--- src/rtl/ff_pipe_if.sv ---
// ff_pipe_if: handshake bundle for the ff_pipe elastic register pipeline.
// The slave modport is the pipeline's view. The master modport is the view
// of the logic that feeds words in and drains them out.
interface ff_pipe_if #(
    parameter int WIDTH = 8,
    parameter int DEPTH = 2
);
    localparam int CW = $clog2(2 * DEPTH + 1);

    logic             in_valid;
    logic             in_ready;
    logic [WIDTH-1:0] in_data;
    logic             out_valid;
    logic             out_ready;
    logic [WIDTH-1:0] out_data;
    logic [CW-1:0]    count;

    modport master (
        output in_valid,
        output in_data,
        output out_ready,
        input  in_ready,
        input  out_valid,
        input  out_data,
        input  count
    );

    modport slave (
        input  in_valid,
        input  in_data,
        input  out_ready,
        output in_ready,
        output out_valid,
        output out_data,
        output count
    );
endinterface

--- src/rtl/ff_pipe.sv ---
// ff_pipe: chain of DEPTH valid/ready register stages, WIDTH bits each, with
// back-pressure, synchronous flush and a registered occupancy counter.
//
// Optional feature macro: FF_PIPE_SKID_EN
//   undefined - one register per stage, ready ripples combinationally from
//               out_ready, capacity DEPTH.
//   defined   - each stage has an extra skid register, ready is registered,
//               capacity 2*DEPTH, no combinational input-to-output path.
module ff_pipe #(
    parameter int WIDTH = 8,
    parameter int DEPTH = 2
) (
    input  logic     clk,
    input  logic     res,
    input  logic     flush,
    ff_pipe_if.slave bus
);
    localparam int CW = $clog2(2 * DEPTH + 1);

    logic [DEPTH-1:0] valid;
    logic [WIDTH-1:0] data [DEPTH];
    logic [DEPTH-1:0] up_valid;
    logic [WIDTH-1:0] up_data [DEPTH];
    logic [DEPTH:0]   ready;
    logic [CW-1:0]    count_q;
    logic             in_acc;
    logic             out_acc;

    // Each stage is fed by the stage before it; stage 0 is fed by the input.
    always_comb begin
        up_valid   = '0;
        up_valid[0] = bus.in_valid;
        up_data[0]  = bus.in_data;
        for (int i = 1; i < DEPTH; i++) begin
            up_valid[i] = valid[i-1];
            up_data[i]  = data[i-1];
        end
    end

`ifdef FF_PIPE_SKID_EN
    logic [DEPTH-1:0] skid_valid;
    logic [WIDTH-1:0] skid_data [DEPTH];

    // A stage can take a word as long as its skid slot is free.
    always_comb begin
        ready        = '0;
        ready[DEPTH] = bus.out_ready;
        for (int i = 0; i < DEPTH; i++) begin
            ready[i] = !skid_valid[i];
        end
    end

    // Main register drains skid first; a stalled stage parks the arriving word in skid.
    always_ff @(posedge clk) begin
        if (res) begin
            valid      <= '0;
            skid_valid <= '0;
            for (int i = 0; i < DEPTH; i++) begin
                data[i]      <= '0;
                skid_data[i] <= '0;
            end
        end else begin
            for (int i = 0; i < DEPTH; i++) begin
                if (!valid[i] || ready[i+1]) begin
                    if (skid_valid[i]) begin
                        valid[i]      <= 1'b1;
                        skid_valid[i] <= 1'b0;
                        if (!flush) data[i] <= skid_data[i];
                    end else if (up_valid[i] && ready[i]) begin
                        valid[i] <= 1'b1;
                        if (!flush) data[i] <= up_data[i];
                    end else begin
                        valid[i] <= 1'b0;
                    end
                end else if (up_valid[i] && ready[i]) begin
                    skid_valid[i] <= 1'b1;
                    if (!flush) skid_data[i] <= up_data[i];
                end
            end
            if (flush) begin
                valid      <= '0;
                skid_valid <= '0;
            end
        end
    end
`else
    // Stage i is ready if it or any stage downstream of it is empty, or the
    // consumer is taking the last word; this is the unrolled ready chain.
    always_comb begin
        ready        = '0;
        ready[DEPTH] = bus.out_ready;
        for (int i = 0; i < DEPTH; i++) begin
            ready[i] = bus.out_ready;
            for (int j = i; j < DEPTH; j++) begin
                if (!valid[j]) ready[i] = 1'b1;
            end
        end
    end

    // Load a stage on accept, empty it when its word moves on with nothing behind.
    always_ff @(posedge clk) begin
        if (res) begin
            valid <= '0;
            for (int i = 0; i < DEPTH; i++) begin
                data[i] <= '0;
            end
        end else begin
            for (int i = 0; i < DEPTH; i++) begin
                if (up_valid[i] && ready[i]) begin
                    valid[i] <= 1'b1;
                    if (!flush) data[i] <= up_data[i];
                end else if (ready[i+1]) begin
                    valid[i] <= 1'b0;
                end
            end
            if (flush) valid <= '0;
        end
    end
`endif

    assign in_acc  = bus.in_valid && ready[0];
    assign out_acc = valid[DEPTH-1] && bus.out_ready;

    // Occupancy follows accepts at both ends; flush drops everything stored.
    always_ff @(posedge clk) begin
        if (res || flush) begin
            count_q <= '0;
        end else if (in_acc && !out_acc) begin
            count_q <= count_q + CW'(1);
        end else if (out_acc && !in_acc) begin
            count_q <= count_q - CW'(1);
        end
    end

    assign bus.in_ready  = !res && ready[0];
    assign bus.out_valid = !res && valid[DEPTH-1];
    assign bus.out_data  = data[DEPTH-1];
    assign bus.count     = count_q;
endmodule
--- src/flat_wrapper.sv ---
// flat-port wrapper written by rule: the top's interface ports become plain ports
module ff_pipe_flat 
#(
    parameter int WIDTH = 8,
    parameter int DEPTH = 2
)
  (clk, res, flush, bus_in_valid, bus_in_data, bus_out_ready, bus_in_ready, bus_out_valid, bus_out_data, bus_count);
  ff_pipe_if #(.WIDTH(WIDTH), .DEPTH(DEPTH)) bus_i ();
  input  logic clk;
  input  logic res;
  input  logic flush;
  input wire logic [$bits(bus_i.in_valid)-1:0] bus_in_valid;
  input wire logic [$bits(bus_i.in_data)-1:0] bus_in_data;
  input wire logic [$bits(bus_i.out_ready)-1:0] bus_out_ready;
  output wire logic [$bits(bus_i.in_ready)-1:0] bus_in_ready;
  output wire logic [$bits(bus_i.out_valid)-1:0] bus_out_valid;
  output wire logic [$bits(bus_i.out_data)-1:0] bus_out_data;
  output wire logic [$bits(bus_i.count)-1:0] bus_count;
  assign bus_i.in_valid = bus_in_valid;
  assign bus_i.in_data = bus_in_data;
  assign bus_i.out_ready = bus_out_ready;
  assign bus_in_ready = bus_i.in_ready;
  assign bus_out_valid = bus_i.out_valid;
  assign bus_out_data = bus_i.out_data;
  assign bus_count = bus_i.count;
  ff_pipe #(.WIDTH(WIDTH), .DEPTH(DEPTH)) u_core (.clk(clk), .res(res), .flush(flush), .bus(bus_i));
endmodule
--- config.mk ---
export PLATFORM = sky130hd
export DESIGN_NAME = ff_pipe_flat
export DESIGN_NICKNAME = d
export VERILOG_FILES = /design/src/rtl/ff_pipe_if.sv /design/src/rtl/ff_pipe.sv /design/src/flat_wrapper.sv
export SDC_FILE = /design/constraint.sdc
export NUM_CORES = 1
export LEC_CHECK = 0
export ABC_CLOCK_PERIOD_IN_PS = 1950
export CELL_PAD_IN_SITES_DETAIL_PLACEMENT = 1
export CELL_PAD_IN_SITES_GLOBAL_PLACEMENT = 1
export CORE_MARGIN = 1
export CORE_UTILIZATION = 33
export DETAILED_ROUTE_END_ITERATION = 6
export PLACE_DENSITY_LB_ADDON = 0.1
export SYNTH_ARGS = -nofsm -noshare
export SYNTH_HDL_FRONTEND = slang
export SYNTH_SLANG_ARGS = --single-unit
export TNS_END_PERCENT = 5
--- constraint.sdc ---
create_clock -name clk -period 1.95 [get_ports clk]
set_clock_uncertainty 0.1 [all_clocks]
set_input_delay 0.39 -clock clk [delete_from_list [all_inputs] [get_ports clk]]
set_output_delay 0.39 -clock clk [all_outputs]
set_load 0.05 [all_outputs]
==> results of run 1 <==
## critical path, cell delays in order, from the launching register on
cell and delay, ns:
dfxtp_2 0.34, and3b_4 0.19, nor2b_4 0.13, ha_4 0.14
inv_2 0.04, fa_2 0.32, xor2_1 0.15, or3_1 0.30
a21boi_1 0.13
## layout make-up
class	instances	share of cell area
Inverter	3	0.008451
Sequential cell	21	0.4376
Multi-Input combinational cell	39	0.2329
Clock buffer	4	0.01972
Tap cell	31	0.02911
Timing Repair Buffer	36	0.2723
## path summary, 6_finish.rpt
check                           start                   to
setup / recovery      u_core.valid[0]  u_core.bus.count[2]
hold / removal    u_core.bus.count[2]  u_core.bus.count[2]
hold reg to reg   u_core.bus.count[2]  u_core.bus.count[2]
setup reg to reg      u_core.valid[0]  u_core.bus.count[2]
## cell families after synthesis
logic type / Yosys count / synth area share
and+or+nand+nor: 28 / 0.1924
DFF: 21 / 0.6073
buffers and inverters: 13 / 0.09162
AOI/OAI and AO/OA: 6 / 0.04581
xor gates and xnor gates: 2 / 0.01833
adders and majority gates: 2 / 0.03403
muxes: 1 / 0.01047
## per-layer routing
layer | global-route usage | routed length, microns | up-vias
met3 | 0.04186 | 101 | 2
met4 | 0.04181 | 24 | 0
li1 | - | - | 299
met2 | 0.1807 | 746 | 19
met1 | 0.1534 | 757 | 281
met5 | 0 | 0 | -
## cells in the mapped netlist (all sizes together)
library cell	count	area [sq um]
mux2i	1	10.01
ha	1	12.51
a21boi	2	15.01
fa	1	20.02
edfxtp	16	480.5
nand2	1	3.750
or3	1	6.260
xor2	2	17.52
o21a	1	7.510
dfxtp	5	100.1
nor2b	2	12.51
a31o	1	8.760
nor4	1	21.27
inv	3	11.26
a21o	1	7.510
nor3	2	10.01
o21ai	1	5.000
buf	10	76.32
nor2	3	11.26
and2	16	100.1
nand2b	1	6.260
and3b	1	12.51
## stage by stage
| stage | instances | setup slack [ns] |
|---|---|---|
| global placement | 129 | -0.5239 |
| floorplan | 73 | -0.02843 |
| finish | 134 | 0.04394 |
| global route | 134 | -0.07240 |
| detailed placement | 129 | -0.6196 |
| CTS | 134 | -0.02754 |
## sequential cells by signal (all words and copies together) (netlist names)
name / count
u_core.valid: 2
u_core.bus.count: 3
u_core.data: 16
## cell usage in the layout (no fill, tap or decap), types with 2 or more instances in the layout
cell / synthesis / routed
xor2_1: 2 / 2
dlymetal6s2s_1: 0 / 5
clkbuf_4: 0 / 3
dfxtp_2: 0 / 2
buf_12: 0 / 3
buf_4: 8 / 15
dfxtp_1: 5 / 3
inv_1: 3 / 2
nor2_1: 3 / 3
nor3_1: 2 / 2
clkdlybuf4s50_1: 0 / 10
and2_1: 16 / 16
edfxtp_1: 16 / 16
dlygate4sd2_1: 0 / 2
## where the power goes
part           leakage [nW]  internal, mW  switching, mW
Sequential            0.210         0.507        0.00840
Clock                0.0150        0.0797          0.124
Combinational         0.374        0.0786         0.0926
Total                 0.599         0.665          0.225
## timing repair
| action | 4_1_cts | 5_1_grt |
|---|---|---|
| cloned | 0 | 0 |
| setup endpoints to repair | 4 | 6 |
| buffers inserted | 1 | 0 |
| gates resized for setup | 7 | 7 |
| pin swaps | 2 | 2 |
==> reports/qor.csv, run 1 <==
metric;value;unit
Worst-Margin Slew;0.5037;ns
first-pass GRT wire length;2773;microns
GP Congestion;0.7052;
final antenna-violating net count;0;
Via density;4.485;
Worst R2R Setup Slack;0.04;ns
Remaining DRCs;0;
H-tree levels;1;
max-slew violation count;0;
WL final;1629;microns
Vias;601;
Ant. Diodes;0;
DR pass1 iterations;2;
reg2reg path depth;8;
initial drt markers;5;
Vert. Die Dim;55.82;microns
area of the multi-input gates;310.3;sq um
fillers;303;
number of max-cap violations;0;
Mapped Area;955.9;sq um
CTS root buffer;clkbuf_4;
Area growth syn-to-layout;39.40;%
Hold WC Path Type;flip-flop to flip-flop;
pwr dens;668.4;nW/um^2
Fmax;0.5246;GHz
Design Area, Final;1333;sq um
I/O Buffers;25;
clock latency on the worst-skew pair;0.30;ns
number of global-route vias before repair;614;
fin crit period;1.906;ns
Reg clk slew, reported paths;0.11;ns
#FFs+latches synth;21;
Wirelength per Cell;12.16;microns
final hold vios;0;
TritonCTS buffer count;3;
fraction of layout cells with a size suffix above 1;0.2913;
Hold WS;0.4270;ns
Static Leak;0.5989;nW
dpl hpwl;1277;microns
unrepaired setup endpoints after global routing;true;
crit path max fanout;2;
total track usage;0.1174;
fin crit share;0.9775;
largest net degree at the start of global routing;12;
Initial Util;0.3466;
TNS Setup;0;ns
outcome;finished, final reports clean;
CP Capture Type;flip-flop;
placed cell areas;1271;sq um
die width;55.82;microns
Worst EP arrival;2.04;ns
io pins;26;
Finish-stage setup viols;0;
register area;583.1;sq um
GRT overflow;0;
Unique masters post-synth;24;
layout net count;119;
max_slew headroom;0.6637;
power consumption;890.7;uW
FP Rows;19;
Synth Instances;73;
core region area;2758;sq um
CP Launch Type;flip-flop;
CTS tree;built;
post-synthesis sequential area ratio;0.6073;
initial antenna violation count;0;
Peak VDD IR;0.0004578;V
Crit Path Category;flip-flop to flip-flop;
post-synth net total;88;
Synth Area per Inst;13.09;sq um
Ys Warns;0;
Clock Tree Buf Depth;2;
TritonCTS Sinks;21;
Required @ worst endpoint;2.09;ns
Core Util, Final;0.4832;
die area;3116;sq um
WHS Path Cells;2;
# hold bufs at CTS;0;
Note: power is estimated with default switching activity, not from simulation.
==> inputs of run 2 (changes only) <==
ABC_CLOCK_PERIOD_IN_PS = 1800   (was 1950)
CELL_PAD_IN_SITES_DETAIL_PLACEMENT = unset   (was 1)
CELL_PAD_IN_SITES_GLOBAL_PLACEMENT = unset   (was 1)
CORE_UTILIZATION = 40   (was 33)
DONT_BUFFER_PORTS = 1   (was unset)
PLACE_DENSITY_LB_ADDON = unset   (was 0.1)
clock period = 1.8 ns   (was 1.95 ns; I/O delays follow)
==> reports/qor.csv, run 2 (synthesis gave the netlist of run 1 again) <==
metric;value;unit;change
io pins;26;;unchanged
core region area;2233;sq um;-19%
fin crit share;1.062;;+0.08486
CTS root buffer;clkbuf_4;;
Finish-stage setup viols;1;;+1
Peak VDD IR;0.0004191;V;-8.4%
Wirelength per Cell;12.24;microns;+0.71%
Placement Setup Slack;-0.2112;ns;+0.4084 ns
Worst-Margin Slew;0.5845;ns;+0.08076 ns
Clock Tree Buf Depth;2;;unchanged
TritonCTS Sinks;21;;unchanged
GP Congestion;0.7496;;+6.3%
Biggest register;u_core.data;;
DR pass1 iterations;2;;unchanged
layout net count;95;;-20%
initial drt markers;10;;+5
CP Launch Type;flip-flop;;
final antenna-violating net count;0;;unchanged
Initial Util;0.4280;;+0.08137
max_slew headroom;0.6074;;-0.05622
unrepaired setup endpoints after global routing;true;;
max reg flops;16;;unchanged
RR Startpoint;u_core.valid[0];;
crit path max fanout;2;;unchanged
Fmax;0.5230;GHz;-0.32%
Non-Filler Instances;107;;-20%
FP Rows;17;;-2
Vert. Die Dim;50.89;microns;-8.8%
fillers;206;;-32%
Hold WC Path Type;input pin to flip-flop;;
Placed Instances;99;;-23%
reg2reg path depth;8;;unchanged
die width;50.89;microns;-8.8%
CP Capture Type;flip-flop;;
Worst EP arrival;2.05;ns;about the same
TNS Setup;-0.1122;ns;-0.1122 ns
fin crit period;1.912;ns;+0.006137 ns
Area growth syn-to-layout;10.99;%;
number of global-route vias before repair;482;;-21%
initial antenna violation count;0;;unchanged
TritonCTS buffer count;3;;unchanged
first-pass GRT wire length;2187;microns;-21%
Worst R2R Setup Slack;-0.11;ns;-0.16 ns
total track usage;0.1167;;-0.0006433
Setup WS post-layout;-0.1122;ns;-0.1561 ns
final hold vios;0;;unchanged
Vias;506;;-16%
Core Util, Final;0.4751;;-0.008142
most frequent cells in the layout;16 x and2_1, 16 x edfxtp_1, 10 x buf_4;;
Hold Startpoint;bus_in_valid;;
failing checks;negative setup slack;;
Crit Path Category;flip-flop to flip-flop;;
largest net degree at the start of global routing;17;;+5
Ant. Diodes;0;;unchanged
number of max-cap violations;0;;unchanged
die area;2589;sq um;-17%
I/O Buffers;0;;-100%
H-tree levels;1;;unchanged
WL final;1310;microns;-20%
Critical path origin;u_core.valid[0];;
Via density;4.729;;+5.4%
outcome;finished with violations;;
GRT overflow;0;;unchanged
pwr dens;852.4;nW/um^2;+28%
Reg clk slew, reported paths;0.11;ns;about the same
Required @ worst endpoint;1.94;ns;-0.15 ns
Hold WS;0.08582;ns;-0.3412 ns
dpl hpwl;942.2;microns;-26%
clock latency on the worst-skew pair;0.30;ns;about the same
fraction of layout cells with a size suffix above 1;0.2785;;-0.01278
Reg-to-Reg End;u_core.bus.count[2];;
CP endpoint;u_core.bus.count[2];;
Remaining DRCs;0;;unchanged
Static Leak;0.4198;nW;-30%
max-slew violation count;0;;unchanged
CTS tree;built;;
## run 2: layout make-up
class                           count  area (sq um)  share of cell area
Tap cell                           28         35.03             0.03302
Inverter                            3         11.26             0.01061
Clock buffer                        3         22.52             0.02123
Multi-Input combinational cell     39         310.3              0.2925
Timing Repair Buffer               12         95.09             0.08962
Clock inverter                      1         5.005            0.004717
Sequential cell                    21         581.8              0.5483
## run 2: worst max-delay path, cell delays in order, from the launching register on
cell and delay (ns):
dfxtp_2 0.34, and3b_4 0.20, nor2b_4 0.14, ha_4 0.15, inv_2 0.03, fa_2 0.33, xor2_1 0.15, or3_1 0.30
a21boi_1 0.11
## run 2: worst min-delay path by stage
stage | end | slack, ns | depth (start not counted)
after global placement | u_core.bus.count[0] | 0.34 | 1
after detailed placement | u_core.bus.count[1] | 0.34 | 1
after floorplan | u_core.bus.count[0] | 0.34 | 1
after global routing | u_core.valid[0] | 0.07 | 1
final | u_core.valid[0] | 0.09 | 1
after CTS | u_core.bus.count[1] | 0.003 | 1
## run 2: power breakdown
group | internal, mW | switching, mW | leakage, nW | total, mW
Combinational | 0.0397 | 0.0468 | 0.192 | 0.0865
Clock | 0.0827 | 0.138 | 0.0177 | 0.220
Sequential | 0.550 | 0.0474 | 0.210 | 0.598
## run 2: timing repair
action                                 in CTS  in global routing
hold buffers                                0                  2
endpoints found under the hold margin       0                  2
setup buffers                               1                  1
gates resized for setup                     4                  0
setup endpoints to repair                   1                  1
## run 2: stage by stage
step / area (sq um) / power (mW)
2_1_floorplan: 963.4 / 0.6808
3_3_place_gp: 982.2 / 0.6818
3_5_place_dp: 982.2 / 0.6843
4_1_cts: 1033 / 0.9107
5_1_grt: 1061 / 0.9496
6_report: 1061 / 0.9044
## run 2: per-layer routing
layer,GRT usage,routed length [microns],up-vias
li1,-,-,251
met1,0.1495,586,234
met2,0.1733,612,19
met3,0.04464,101,2
met4,0.05556,10,0
met5,0,0,-
==> inputs of run 3 (changes only) <==
ABC_CLOCK_PERIOD_IN_PS = 2200   (was 1800)
clock period = 2.2 ns   (was 1.8 ns; I/O delays follow)
==> reports/qor.csv, run 3 (synthesis gave the netlist of run 1 again) <==
metric;value;unit;change
Ant. Diodes;0;;unchanged
most frequent cells in the layout;16 x and2_1, 16 x edfxtp_1, 5 x buf_4, 5 x dfxtp_1;;
H-tree levels;1;;unchanged
Critical path origin;u_core.valid[0];;
TritonCTS buffer count;3;;unchanged
crit path max fanout;4;;+2
die area;2589;sq um;unchanged
GP Congestion;0.6950;;-7.3%
fin crit period;2.065;ns;+0.1526 ns
Crit Path Category;flip-flop to flip-flop;;
pwr dens;740.2;nW/um^2;-13%
Hold Startpoint;flush;;
TritonCTS Sinks;21;;unchanged
initial antenna violation count;0;;unchanged
Remaining DRCs;0;;unchanged
total track usage;0.1201;;+0.003361
power consumption;728.8;uW;-19%
clock latency on the worst-skew pair;0.30;ns;about the same
io pins;26;;unchanged
Peak VDD IR;0.0003279;V;-22%
Placement Setup Slack;-0.002485;ns;+0.2087 ns
initial drt markers;2;;-8
max-slew violation count;0;;unchanged
FP Rows;17;;unchanged
dpl hpwl;907.8;microns;-3.7%
Worst-Margin Slew;0.5921;ns;+0.007643 ns
fin crit share;0.9385;;-0.1238
CP Launch Type;flip-flop;;
core region area;2233;sq um;unchanged
DR pass1 iterations;3;;+1
first-pass GRT wire length;2180;microns;-0.32%
Finish-stage setup viols;0;;-1
WL final;1270;microns;-3.1%
unrepaired setup endpoints after global routing;false;;
area of the multi-input gates;292.8;sq um;-5.6%
register area;580.6;sq um;-0.22%
# hold bufs at CTS;0;;unchanged
Area growth syn-to-layout;3.010;%;
number of global-route vias before repair;453;;-6.0%
fillers;216;;+4.9%
final hold vios;0;;unchanged
Non-Filler Instances;100;;-6.5%
Worst EP arrival;2.20;ns;+0.15 ns
Vias;467;;-7.7%
Initial Util;0.4280;;unchanged
max_slew headroom;0.6023;;-0.005134
CTS root buffer;clkbuf_4;;
Reg clk slew, reported paths;0.11;ns;about the same
Hold WC Path Type;input pin to flip-flop;;
CTS tree;built;;
largest net degree at the start of global routing;17;;unchanged
Placed Instances;96;;-3.0%
CP Capture Type;flip-flop;;
final antenna-violating net count;0;;unchanged
Required @ worst endpoint;2.33;ns;+0.39 ns
Biggest register;u_core.data;;
placed cell areas;952.2;sq um;-3.1%
Wirelength per Cell;12.70;microns;+3.7%
outcome;finished, final reports clean;;
max reg flops;16;;unchanged
GRT overflow;0;;unchanged
number of max-cap violations;0;;unchanged
Fmax;0.4843;GHz;-7.4%
Static Leak;0.3813;nW;-9.2%
die width;50.89;microns;unchanged
Clock Tree Buf Depth;2;;unchanged
I/O Buffers;0;;unchanged
Design Area, Final;984.7;sq um;-7.2%
layout net count;88;;-7.4%
Via density;4.670;;-1.2%
Vert. Die Dim;50.89;microns;unchanged
fraction of layout cells with a size suffix above 1;0.1944;;-0.08404
RR Startpoint;u_core.valid[0];;
Setup WS post-layout;0.1352;ns;+0.2474 ns
## run 3: timing repair
item | in CTS | in global routing
setup endpoints to repair | 0 | 1
resized for setup | 0 | 2
setup buffers | 0 | 0
## run 3: power breakdown
part,switching [mW],internal (mW)
clock,0.115,0.0677
combinational,0.0345,0.0228
sequential,0.0390,0.450
## run 3: area by class of cell
class | count | area share
well taps | 28 | 0.03558
clock inverters | 1 | 0.005083
repair buffers | 5 | 0.03812
clock buffers | 3 | 0.02287
multi-input cells | 39 | 0.2973
flip-flops and latches | 21 | 0.5896
inverters | 3 | 0.01144
## run 3: per-layer routing
metal / vias to the layer above / wire length, microns / global-route usage
met5: - / 0 / 0
met4: 0 / 13 / 0.06944
met3: 2 / 85 / 0.05357
met2: 15 / 559 / 0.1756
met1: 212 / 612 / 0.1462
li1: 238 / - / -
## run 3: worst paths after layout
path	endpoint	cells past startpoint	slack, ns
min reg2reg	u_core.data[0][14]	1	0.43
max	u_core.bus.count[2]	8	0.14
min	u_core.bus.count[0]	1	0.1
max reg2reg	u_core.bus.count[2]	8	0.14
## run 3: metrics by stage
step	TNS, ns	utilization	hold WS, ns
floorplan	0	-	0.3625
global placement	0	0.4263	0.3798
detailed placement	-0.002485	0.4263	0.3978
CTS	0	0.4387	0.08457
global route	0	0.4409	0.06911
finish	0	0.4409	0.09789
## run 3: worst max-delay path: stages (launching register included)
cell	delay [ns]
dfxtp_1	0.36
and3b_4	0.20
nor2b_2	0.14
ha_2	0.20
inv_1	0.05
fa_1	0.37
xor2_1	0.15
or3_1	0.29
a21boi_0	0.15
